### src/rtl/dti_pkg.sv
// Shared helpers for dti channel blocks: pointer width and DEPTH legality check.
package dti_pkg;

  // Index bits plus one wrap bit.
  function automatic int ptr_w(int depth);
    return $clog2(depth) + 1;
  endfunction

  function automatic bit depth_ok(int depth);
    return (depth >= 2) && ((depth & (depth - 1)) == 0);
  endfunction

endpackage

### src/rtl/dti_if.sv
// dti valid/ready channel. A word transfers on a rising edge where valid && ready;
// once valid is raised, valid and data hold until that transfer, and ready never
// waits on valid.
interface dti #(
  parameter int W_DATA = 16
);
  logic [W_DATA-1:0] data;
  logic              valid;
  logic              ready;

  modport producer (output data, output valid, input ready);
  modport consumer (input data, input valid, output ready);
endinterface

### src/rtl/dti_decouple_mem.sv
// Register-array storage for dti_decouple: one write port, one asynchronous read port.
module dti_decouple_mem #(
  parameter int W_DATA = 16,
  parameter int DEPTH  = 2,
  parameter int AW     = 1
) (
  input  logic              clk,
  input  logic              we,
  input  logic [AW-1:0]     waddr,
  input  logic [W_DATA-1:0] wdata,
  input  logic [AW-1:0]     raddr,
  output logic [W_DATA-1:0] rdata
);

  logic [W_DATA-1:0] mem [DEPTH];

  always_ff @(posedge clk) begin
    if (we) mem[waddr] <= wdata;
  end

  assign rdata = mem[raddr];

endmodule

### src/rtl/dti_decouple.sv
// Registered FIFO stage cutting all combinational paths between two dti channels.
// Optional occupancy output `level` is enabled with DTI_DECOUPLE_LEVEL_EN.
module dti_decouple
  import dti_pkg::*;
#(
  parameter int W_DATA = 16,
  parameter int DEPTH  = 2
) (
  input  logic clk,
  input  logic rst_n,
  dti.consumer din,
  dti.producer dout
`ifdef DTI_DECOUPLE_LEVEL_EN
  ,
  output logic [ptr_w(DEPTH)-1:0] level
`endif
);

  localparam int PW = ptr_w(DEPTH);
  localparam int AW = PW - 1;

  if (!depth_ok(DEPTH)) begin : g_depth_check
    $error("dti_decouple: DEPTH=%0d must be a power of two and at least 2", DEPTH);
  end

  logic [PW-1:0] wr_ptr;
  logic [PW-1:0] rd_ptr;
  logic          empty;
  logic          full;
  logic          in_ready;
  logic          out_valid;
  logic          wr_en;
  logic          rd_en;

  assign empty = (wr_ptr == rd_ptr);
  assign full  = (wr_ptr[AW-1:0] == rd_ptr[AW-1:0]) && (wr_ptr[AW] != rd_ptr[AW]);

  // No pass-through when full and no bypass when empty: both sides see flops only.
  assign in_ready  = rst_n && !full;
  assign out_valid = !empty;
  assign wr_en     = din.valid && in_ready;
  assign rd_en     = out_valid && dout.ready;

  assign din.ready  = in_ready;
  assign dout.valid = out_valid;

  // Pointers wrap modulo 2*DEPTH by natural overflow.
  always_ff @(posedge clk or negedge rst_n) begin
    if (!rst_n) begin
      wr_ptr <= '0;
      rd_ptr <= '0;
    end else begin
      if (wr_en) wr_ptr <= wr_ptr + PW'(1);
      if (rd_en) rd_ptr <= rd_ptr + PW'(1);
    end
  end

  dti_decouple_mem #(
    .W_DATA (W_DATA),
    .DEPTH  (DEPTH),
    .AW     (AW)
  ) u_mem (
    .clk   (clk),
    .we    (wr_en),
    .waddr (wr_ptr[AW-1:0]),
    .wdata (din.data),
    .raddr (rd_ptr[AW-1:0]),
    .rdata (dout.data)
  );

`ifdef DTI_DECOUPLE_LEVEL_EN
  assign level = wr_ptr - rd_ptr;
`endif

endmodule

### src/flat_wrapper.sv
// flat-port wrapper written by rule: the top's interface ports become plain ports
module dti_decouple_flat import dti_pkg::*;
#(
  parameter int W_DATA = 16,
  parameter int DEPTH  = 2
)
  (clk, rst_n, din_data, din_valid, din_ready, dout_data, dout_valid, dout_ready);
  dti #(.W_DATA(W_DATA)) din_i ();
  dti #(.W_DATA(W_DATA)) dout_i ();
  input  logic clk;
  input  logic rst_n;
  input wire logic [$bits(din_i.data)-1:0] din_data;
  input wire logic [$bits(din_i.valid)-1:0] din_valid;
  output wire logic [$bits(din_i.ready)-1:0] din_ready;
  output wire logic [$bits(dout_i.data)-1:0] dout_data;
  output wire logic [$bits(dout_i.valid)-1:0] dout_valid;
  input wire logic [$bits(dout_i.ready)-1:0] dout_ready;
  assign din_i.data = din_data;
  assign din_i.valid = din_valid;
  assign din_ready = din_i.ready;
  assign dout_data = dout_i.data;
  assign dout_valid = dout_i.valid;
  assign dout_i.ready = dout_ready;
  dti_decouple #(.W_DATA(W_DATA), .DEPTH(DEPTH)) u_core (.clk(clk), .rst_n(rst_n), .din(din_i), .dout(dout_i));
endmodule
### config.mk
export PLATFORM = sky130hd
export DESIGN_NAME = dti_decouple_flat
export DESIGN_NICKNAME = d
export VERILOG_FILES = /design/src/rtl/dti_pkg.sv /design/src/rtl/dti_if.sv /design/src/rtl/dti_decouple_mem.sv /design/src/rtl/dti_decouple.sv /design/src/flat_wrapper.sv
export SDC_FILE = /design/constraint.sdc
export NUM_CORES = 1
export LEC_CHECK = 0
export BUFFER_PORTS_ARGS = -buffer_cell sky130_fd_sc_hd__buf_2
export CAP_MARGIN = 20
export CORE_MARGIN = 2
export CORE_UTILIZATION = 30
export DETAILED_ROUTE_END_ITERATION = 6
export GPL_TIMING_DRIVEN = 0
export MAX_ROUTING_LAYER = met4
export SLEW_MARGIN = 0
export SYNTH_ARGS = -nofsm -noshare
export SYNTH_HDL_FRONTEND = slang
export SYNTH_SLANG_ARGS = --single-unit
### constraint.sdc
create_clock -name clk -period 5.2 [get_ports clk]
set_clock_uncertainty 0.15 [all_clocks]
set_input_delay 0.26 -clock clk [delete_from_list [all_inputs] [get_ports clk]]
set_output_delay 0.26 -clock clk [all_outputs]
set_load 0.1 [all_outputs]
Yosys cells after proc, flatten, opt, wreduce, memory -nomap -nowiden
Memories as Yosys holds them, arrays and structs flattened.
Index checks and enable logic that the tools add are counted.
- memory bits (writable): 32
- bits of input ports: 20
- bits in registers: 4
- memories: 1
- logic and storage cells: 16
- memory list (name ; words ; bits a word ; read ports ; clocked after Yosys merged registers in ; wr ports ; line ; source):
    u_core.u_mem.mem ; 2 ; 16 ; 1 ; 0 ; 1 ; dti_decouple_mem.sv:15 ; logic [W_DATA-1:0] mem [DEPTH];
- equality and inequality tests: 3
- mux-type cells: 2
- add/subtract/negate cells: 2
- reduce and logical (&&, ||, !) cells: 6
- operators by type and width (operator ; count):
    adder 2 x 1 -> 2 bit, second input constant ; 2
    logical AND 1 bit ; 4
    equality test 2 bit ; 1
    logical NOT 1 bit ; 2
    two-way mux 1 bit ; 2
    equality test 1 bit ; 1
    != test 1 bit ; 1

Depth between registers and ports, before layout
Gate-level depths: netlist of the first run.
- depth after elaboration: 7
- gate-level depth with buffers: 5
- depth with buffers taken out: 3

Cells and area by module
Synthesis of the first run repeated with hierarchy kept, for this count alone.
- cells, all modules: 79
- area, all modules: 1472.7 um^2
- by module, submodules not included (module ; cells each ; times used ; area an instance (um^2)):
    dti_decouple_mem ; 52 ; 1 ; 1222.4
    dti_decouple ; 27 ; 1 ; 250.2

Worst setup path after synthesis of the first run
OpenSTA, ideal clock, no wires.
- path type: register to output
- from: register u_core.wr_ptr[0]
- to: output port din_ready
- stages on the path, launching flop included: 4
- data required time: 4.790 ns
- path slack: 1.969 ns
- data arrival time: 2.821 ns
- buffers on the path: 1
- path through: dfrtp_1 buf_2 xnor2_1 a21boi_0
- cells in the longest elaborated chain, start to end: 4
- RTL lines (element ; line ; source):
    start: declaration ; dti_decouple.sv:26 ; logic [PW-1:0] wr_ptr;
    start signal: assignment ; dti_decouple.sv:53 ; if (wr_en) wr_ptr <= wr_ptr + PW'(1);
    equality test 1 bit ; dti_decouple.sv:36 ; assign full = (wr_ptr[AW-1:0] == rd_ptr[AW-1:0]) && (wr_ptr[AW] != rd_ptr[AW]);
    logical AND 1 bit ; dti_decouple.sv:36 ;
    logical NOT 1 bit ; dti_decouple.sv:39 ; assign in_ready = rst_n && !full;
    logical AND 1 bit ; dti_decouple.sv:39 ;
    end: declaration ; flat_wrapper.sv:14 ; output wire logic [$bits(din_i.ready)-1:0] din_ready;
No other way between the ends.

Worst setup path in the final report of the first run
- from: register u_core.rd_ptr[1]
- to: memory u_core.u_mem.mem[0][5], enable pin
- cells in the longest elaborated chain, start to end: 7
- RTL lines (element ; line ; source):
    start: declaration ; dti_decouple.sv:27 ; logic [PW-1:0] rd_ptr;
    start signal: assignment ; dti_decouple.sv:54 ; if (rd_en) rd_ptr <= rd_ptr + PW'(1);
    != test 1 bit ; dti_decouple.sv:36 ;
    logical AND 1 bit ; dti_decouple.sv:36 ;
    logical NOT 1 bit ; dti_decouple.sv:39 ;
    logical AND 1 bit ; dti_decouple.sv:39 ;
    logical AND 1 bit ; dti_decouple.sv:41 ; assign wr_en = din.valid && in_ready;
    two-way mux 1 bit ; dti_decouple_mem.sv:18 ; if (we) mem[waddr] <= wdata;
    two-way mux 1 bit (not written as such) ; dti_decouple_mem.sv:18 ;
    end: declaration ; dti_decouple_mem.sv:15 ;
No other way between the ends.

==> flow_metrics.py, run 1 <==
metrics = {
    "clock_tree": {
        "cts_tree": "built",
        "cts_resized": 0,
        "cts_buffer_depth": 2,
        "cts_made_buffers": 5,
        "clkTransAtPathRegs_ps": 70,
        "cts.htree.levels": 2,
        "clkSinkCount": 36,
        "clock_latency_ps": 290,
        "cts_root_buf": "clkbuf_8",
    },
    "critical_path": {
        "rrSetupSlack_ps": 3070,
        "path_class": "flip-flop to flip-flop",
        "cp-end-kind": "flip-flop",
        "cp.required_ps": 5040,
        "cp-start-kind": "flip-flop",
        "cp.arrival_ps": 1980,
        "r2r_end": "u_core.u_mem.mem[0][5]",
        "crit_path_max_fanout": 10,
        "reg2regPathDepth": 4,
        "worstReg2RegStart": "u_core.rd_ptr[1]",
    },
    "synth": {
        "synth_cell_types": 19,
        "synth_edf_count": 32,
        "syn-mean-instance-area_sq_um": 17.7,
        "synth_most_common_cell": "edfxtp_1",
        "synthMuxAreaShare_pct": 14.9,
        "ys_top_cells_by_area": "edfxtp_1 68%, mux2_2 10%, dfrtp_1 7.1%, mux2_1 3.2%, nand2_1 1.6%",
        "synth-compound-area-share_pct": 3.36,
        "synth_top_family_by_area": "multiplexers",
        "ys_seq_area_share_pct": 75.0,
        "synth_flop_cell": "edfxtp_1",
        "ys_warn_count": 0,
        "synthSimpleGateAreaFrac_pct": 3.18,
        "synth_nets": 100,
        "synthTopCellsByCount": "32 x edfxtp_1, 13 x mux2_2, 6 x nand2_1",
        "synth_xor_area_share_pct": 1.86,
        "netlist_area_sq_mm": 0.00142,
        "synthAdderAreaFrac_pct": 0,
        "synth_top_area_share_pct": 67.9,
        "synth_top_area_cell": "edfxtp_1",
        "synth_cells": 80,
        "synth_async_sr_flop_share_pct": 11.1,
        "synth-seq-cells": 36,
    },
    "layout": {
        "regArea_sq_mm": 0.00106,
        "antenna-diode-count": 0,
        "nets": 157,
        "multi_input_area_sq_um": 339,
        "drive_above_1_share_pct": 48.6,
        "fin_cells": 190,
        "fillCellCount": 419,
        "area_growth_pct": 33.5,
    },
    "timing": {
        "fin_setup_tns_ps": 0,
        "setup_violations": 0,
        "max_freq_mhz": 468,
        "fin_ws_ps": 3070,
        "hold_viol": 0,
        "final_max_slew_viol_count": 0,
        "tightest_slew_ps": 675,
        "slew_headroom_pct": 54.8,
        "period_needed_ps": 2130,
        "rsz0062_at_grt": "no",
        "finalCritPeriodShare_pct": 41.0,
    },
    "place": {
        "gp_congestion": 0.785,
        "io_buffers": 37,
        "dp.cells": 171,
        "pre_cts_ws_ps": 3060,
        "place_hpwl_mm": 1.90,
    },
    "route": {
        "drtIter0Drc": 64,
        "drc": 0,
        "via_per_inst": 4.57,
        "drt_pass1_iterations": 4,
        "wl_per_cell_microns": 13.9,
        "drt-total-wl_mm": 2.63,
        "final_antenna_net_count": 0,
        "vias": 869,
    },
    "global_route": {
        "grt_max_degree": 12,
        "grt_pass1_wl_mm": 3.96,
        "gr-usage-all-layers_pct": 10.9,
        "antenna_found_initial": 0,
        "overflow": 0,
        "grt_pass1_vias": 827,
    },
    "die": {
        "ios": 38,
        "fp-row-count": 24,
        "start_util_pct": 31.8,
        "core_area_sq_mm": 0.00444,
        "chipWidth_microns": 72.7,
        "die_h_microns": 72.7,
        "die_area_sq_mm": 0.00528,
    },
    "hold_path": {
        "whs_endpoint": "u_core.u_mem.mem[1][9]",
        "min-delay-start": "din_data[9]",
        "hold_class": "input port to flip-flop",
        "min_delay_path_depth": 1,
    },
    "flow_run": {
        "maxCapViolCount": 0,
    },
    "status": {
        "outcome": "finished, final reports clean",
    },
}
[routing by layer]
metal	vias up	track usage [%]	routed length, microns
met3	6	5.52	211
met1	409	12.0	1180
met2	42	16.6	1200
met5	-	-	0
li1	412	-	-
met4	0	4.94	50
[state kept, by name, summed over array words and instances, names as in the netlist]
name,flops
u_core.u_mem.mem,32
u_core.wr_ptr,2
u_core.rd_ptr,2
[metrics by stage]
stage                     utilization (%)  area (sq um)  hold WS, ps
after global placement               37.5          1670        -64.9
final                                42.5          1890         17.6
after CTS                            40.9          1820         1.94
after floorplan                         -          1420         -186
after detailed placement             38.2          1700        -62.4
after global routing                 42.5          1890         3.28
[placed cells by master (no fill, tap or decap), drive strengths merged]
cell,instances
clkbuf,5
o21ai,3
o31ai,1
and2,1
nor2,1
xor2,1
buf,43
nor3,1
a21oi,1
nand2,6
clkinv,3
a21boi,2
edfxtp,32
xnor2,2
inv,1
dfrtp,4
nand3,1
mux2i,2
dlygate4sd3,11
mux2,17
[worst max path at each step]
stage | endpoint | slack, ps | startpoint
after global placement | u_core.u_mem.mem[0][5] | 1980 | u_core.wr_ptr[1]
after CTS | u_core.u_mem.mem[0][5] | 3040 | u_core.rd_ptr[1]
final | u_core.u_mem.mem[0][5] | 3070 | u_core.rd_ptr[1]
after detailed placement | u_core.u_mem.mem[0][5] | 3060 | u_core.rd_ptr[1]
after global routing | u_core.u_mem.mem[0][14] | 2890 | u_core.rd_ptr[1]
after floorplan | din_ready | 1970 | u_core.wr_ptr[0]
[critical path, stage by stage (launching register included)]
cell     delay [ps]
dfrtp_1         440
xnor2_1         290
nor2_1          130
nor3_2          580
buf_6           250
[repair_timing]
action	in CTS	in global routing
hold endpoints to repair	10	13
hold buffers	4	7
setup buffers	0	0
[cells by family after synthesis]
family / after synthesis
mux: 19
flops: 36
compound gates: 7
buf+inv: 5
simple gates: 10
xor+xnor: 3
[cell type report]
cell class,instances,share of cell area (%)
Buffer,4,1.06
Tap cell,52,3.44
Clock buffer,5,3.64
Inverter,1,0.199
Clock inverter,3,0.728
Sequential cell,36,56.2
Multi-Input combinational cell,39,17.9
Timing Repair Buffer,50,16.8
Power of run 1 is left out: the tool's default activity adds up to more than one toggle a clock period on the data nets, which glitch-free logic cannot reach.
==> run 2, diff against run 1 <==
- clock period: 5.2 -> 1.74 ns (I/O delays scaled with it)
==> run 2 against run 1 <==
Die area unchanged. Setup slack worse by 3000 ps. Sequential share of layout area fell by 9.3 points. Count of clock-buffer cells in the layout grew 1. Worst hold slack gained 15 ps. Global-route usage up 0.97 points. Critical path type unchanged. Critical endpoint is now u_core.u_mem.mem[0][4]. Highest routed layer unchanged.
==> flow_metrics.py, run 2 (same netlist as run 1, synthesis figures left out) <==
metrics = {
    "layout": {
        "area_growth_pct": 60.1,
        "largest-register": "u_core.u_mem.mem",
        "nets": 168,
        "final_cell_mix": "32 x edfxtp_1, 21 x buf_2, 19 x dlygate4sd3_1, 15 x mux2_2, 11 x buf_6",
        "final_common_cell": "edfxtp_1",
        "reg_top3": "u_core.u_mem.mem (32), u_core.rd_ptr (2), u_core.wr_ptr (2)",
        "fin_cells": 201,
        "largest_register_ff_count": 32,
        "fillCellCount": 384,
        "antenna-diode-count": 0,
        "drive_above_1_share_pct": 51.7,
    },
    "flow_run": {
        "maxCapViolCount": 0,
    },
    "critical_path": {
        "crit_slowest_cell": "dfrtp_2",
        "cp.arrival_ps": 1560,
        "path_class": "flip-flop to flip-flop",
        "cp.required_ps": 1580,
        "cp-end-kind": "flip-flop",
        "worstPathCellList": "xnor2_2, nor2_1, nor3_4, buf_4",
        "crit_path_max_fanout": 5,
        "cp-start-kind": "flip-flop",
        "max_stage_delay_ps": 450,
    },
    "route": {
        "drc": 0,
        "drtIter0Drc": 30,
        "final_antenna_net_count": 0,
        "vias": 900,
        "wl_per_cell_microns": 13.8,
        "via_per_inst": 4.48,
        "drt_pass1_iterations": 4,
        "drt-total-wl_mm": 2.77,
    },
    "place": {
        "place_hpwl_mm": 1.64,
        "dp.cells": 169,
        "gp_congestion": 0.717,
        "io_buffers": 37,
    },
    "clock_tree": {
        "cts_made_buffers": 5,
        "clock_latency_ps": 280,
        "cts_root_buf": "clkbuf_8",
        "cts_buffer_depth": 2,
        "cts.htree.levels": 2,
        "clkTransAtPathRegs_ps": 70,
        "clkSinkCount": 36,
        "cts_tree": "built",
    },
    "timing": {
        "finalCritPeriodShare_pct": 98.4,
        "rsz0062_at_grt": "yes",
        "slew_headroom_pct": 67.8,
        "setup_violations": 0,
        "tightest_slew_ps": 486,
        "hold_viol": 0,
        "max_freq_mhz": 584,
        "final_max_slew_viol_count": 0,
        "period_needed_ps": 1710,
    },
    "die": {
        "fp-row-count": 24,
        "die_h_microns": 72.7,
        "start_util_pct": 31.8,
        "chipWidth_microns": 72.7,
        "ios": 38,
        "die_area_sq_mm": 0.00528,
        "core_area_sq_mm": 0.00444,
    },
    "global_route": {
        "gr-usage-all-layers_pct": 11.9,
        "grt_pass1_wl_mm": 4.50,
        "grt_pass1_vias": 1012,
        "antenna_found_initial": 0,
        "overflow": 0,
        "grt_max_degree": 12,
    },
    "status": {
        "outcome": "finished, final reports clean",
    },
    "hold_path": {
        "hold_class": "input port to flip-flop",
    },
}
==> run 2: worst paths after layout <==
check                      cells after the start        startpoint                      to  slack, ps
hold reg to reg                                2  u_core.wr_ptr[1]        u_core.wr_ptr[1]        460
setup reg to reg                               4  u_core.rd_ptr[1]  u_core.u_mem.mem[0][4]         30
hold / removal                                 3         din_valid        u_core.wr_ptr[0]         30
min in group asynchronous                      3             rst_n        u_core.rd_ptr[0]        620
max in group asynchronous                      3             rst_n        u_core.rd_ptr[1]        620
setup / recovery                               4  u_core.rd_ptr[1]  u_core.u_mem.mem[0][4]         30
==> run 2: critical path: cells and delay by family (launching register included) <==
kind | cells | cell delay, ps
xor+xnor | 1 | 240
simple gates | 2 | 380
flops | 1 | 450
buf+inv | 1 | 210
==> run 2: timing repair <==
| item | CTS | global route |
|---|---|---|
| gates resized for setup | 40 | 17 |
| hold endpoints to repair | 38 | 0 |
| buffers inserted | 4 | 0 |
| cloned | 0 | 1 |
| hold buffers | 19 | 0 |
| endpoints found under the setup margin | 48 | 31 |
| pin swaps | 1 | 1 |
==> run 2: area by class of cell <==
class                      count  area, sq um  area share (%)
clock buffer                   6         72.6            3.20
sequential                    36         1060            46.9
clock inverter                 2         35.0            1.55
buffer                         4         51.3            2.26
inverter                       1         3.75           0.166
timing repair buffer          61          601            26.5
tap                           52         65.1            2.87
multi-input combinational     39          375            16.6
==> run 2: per-layer routing <==
layer	wire length, microns	vias to the layer above	global-route usage, %
li1	-	433	-
met1	1230	431	13.2
met2	1360	33	19.8
met3	154	3	4.14
met4	23	0	4.32
met5	0	-	-
==> run 2: stage by stage <==
step	area [sq um]	hold WS (ps)	util (%)	setup TNS [ps]	setup slack [ps]
2_1_floorplan	1430	-359	-	-291	-17.4
3_3_place_gp	1680	-239	37.9	-9830	-310
3_5_place_dp	1680	-231	37.9	-11560	-385
4_1_cts	2180	21.7	49.1	0	1.01
5_1_grt	2270	50.8	51.0	-364	-53.0
6_report	2270	32.5	51.0	0	28.0
Power of run 2 is left out for the same reason.
==> run 3, diff against run 2 <==
- CORE_UTILIZATION: 30 -> 46
- PLACE_DENSITY: default -> 0.74
==> run 3 against run 2 <==
The flow now finishes with violations (setup timing). Critical endpoint is now dout_data[0]. Largest cell class unchanged. Non-clock buffer count grew 2. Register-to-register slack improved by 60 ps. Count of clock-buffer cells in the layout stayed put. Via count grew 3.1%. Wire length is 8.3% higher. Sequential cell count unchanged.
==> flow_metrics.py, run 3 (same netlist as run 1, synthesis figures left out) <==
metrics = {
    "status": {
        "outcome": "complete, but fails checks",
        "violations": "setup timing",
    },
    "timing": {
        "period_needed_ps": 1750,
        "setup_violations": 4,
        "fin_ws_ps": -7.53,
        "slew_headroom_pct": 80.1,
        "timing.hold.ws_ps": 316,
        "rsz0062_at_grt": "yes",
        "final_max_slew_viol_count": 0,
        "tightest_slew_ps": 301,
        "max_freq_mhz": 572,
        "fin_setup_tns_ps": -16.4,
        "hold_viol": 0,
        "finalCritPeriodShare_pct": 100,
    },
    "die": {
        "ios": 38,
        "die_area_sq_mm": 0.00354,
        "core_area_sq_mm": 0.00298,
        "chipWidth_microns": 59.5,
        "fp-row-count": 20,
        "start_util_pct": 47.5,
        "die_h_microns": 59.5,
    },
    "route": {
        "met2WireLength_mm": 1.65,
        "via_per_inst": 5.04,
        "routed.top_layer": "met4",
        "final_antenna_net_count": 0,
        "drc": 0,
        "drtIter0Drc": 18,
        "met1_length_mm": 1.11,
        "wl_per_cell_microns": 16.3,
        "drt_pass1_iterations": 4,
        "routed-wl-met3_microns": 145,
        "drt-total-wl_mm": 3.00,
        "vias": 928,
    },
    "critical_path": {
        "crit_path_max_fanout": 10,
        "cp.required_ps": 1500,
        "crit_slowest_cell": "dfrtp_1",
        "reg2regPathDepth": 4,
        "crit_top_cell": "buf_6",
        "worstPathCellList": "buf_6, buf_12, mux2_2, buf_6",
        "max_stage_delay_ps": 360,
        "cp-end-kind": "primary output",
        "cp.arrival_ps": 1510,
        "cp-start-kind": "flip-flop",
        "path_class": "flip-flop to primary output",
    },
    "hold_path": {
        "hold_class": "input port to flip-flop",
        "min_delay_path_depth": 2,
    },
    "global_route": {
        "grt_pass1_wl_mm": 4.37,
        "overflow": 0,
        "gr-usage-all-layers_pct": 18.6,
        "antenna_found_initial": 0,
        "grt_pass1_vias": 983,
        "grt_max_degree": 14,
    },
    "clock_tree": {
        "cts_buffer_depth": 2,
        "cts_tree": "built",
        "clkTransAtPathRegs_ps": 100,
        "cts_root_buf": "clkbuf_4",
        "clock_latency_ps": 340,
        "cts_made_buffers": 5,
        "clkSinkCount": 36,
        "cts.htree.levels": 2,
    },
    "place": {
        "pre_cts_ws_ps": -342,
        "dpl_cell_area_sq_mm": 0.00166,
        "place_hpwl_mm": 1.51,
        "io_buffers": 37,
        "gp_congestion": 0.756,
    },
    "layout": {
        "antenna-diode-count": 0,
        "final_common_cell": "edfxtp_1",
        "largest_register_ff_count": 32,
        "largest-register": "u_core.u_mem.mem",
        "area_growth_pct": 62.2,
        "final_area_sq_mm": 0.00230,
        "reg_top3": "u_core.u_mem.mem (32), u_core.rd_ptr (2), u_core.wr_ptr (2)",
        "final_cell_mix": "32 x edfxtp_1, 20 x buf_2, 20 x dlygate4sd3_1, 14 x buf_12, 9 x mux2_2",
        "nets": 170,
        "drive_above_1_share_pct": 53.6,
    },
    "flow_run": {
        "maxCapViolCount": 0,
    },
}
[run 3: cell types whose count changed in the layout (fill, tap and decap cells not counted), sizes merged]
cell / before / now
buf: 44 / 46
clkbuf: 8 / 7
dlygate4sd3: 19 / 20
[run 3: what timing repair did]
item,CTS,global route
gates cloned,1,0
hold buffers,20,0
pin swaps,1,2
buffers inserted,4,2
endpoints found under the setup margin,49,34
gates resized for setup,57,26
hold endpoints to repair,40,0
[run 3: layer usage]
| metal | up-vias | track usage (%) |
|---|---|---|
| li1 | 440 | - |
| met1 | 446 | 17.7 |
| met2 | 34 | 33.0 |
| met3 | 8 | 5.90 |
| met4 | 0 | 9.74 |
| met5 | - | - |
[run 3: path summary, 6_finish.rpt]
path                                  startpoint                     end  slack (ps)
worst min-delay path                 din_data[5]  u_core.u_mem.mem[0][5]         320
min in group asynchronous                  rst_n        u_core.rd_ptr[0]         540
worst min register to register  u_core.wr_ptr[1]        u_core.wr_ptr[1]         450
max in group asynchronous                  rst_n        u_core.wr_ptr[0]         690
worst max register to register  u_core.rd_ptr[1]  u_core.u_mem.mem[0][1]          90
worst max-delay path            u_core.rd_ptr[0]            dout_data[0]          -8
[run 3: metrics by stage]
stage | util (%) | std cells
floorplan | - | 80
global placement | 55.8 | 150
detailed placement | 55.8 | 150
CTS | 73.5 | 183
global route | 77.1 | 184
finish | 77.1 | 184
[run 3: worst max-delay path, delay by kind of cell (launching register included)]
family / cells / cell delay (ps)
flops: 1 / 360
buf+inv: 3 / 460
mux: 1 / 350
[run 3: final cells by class]
type,instances,area [sq um]
sequential,36,1060
clock inverter,2,35.0
inverter,1,3.75
clock buffer,6,41.3
timing repair buffer,64,666
fill,160,682
buffer,3,42.5
tap,33,41.3
multi-input combinational,39,402
Power of run 3 is left out for the same reason.
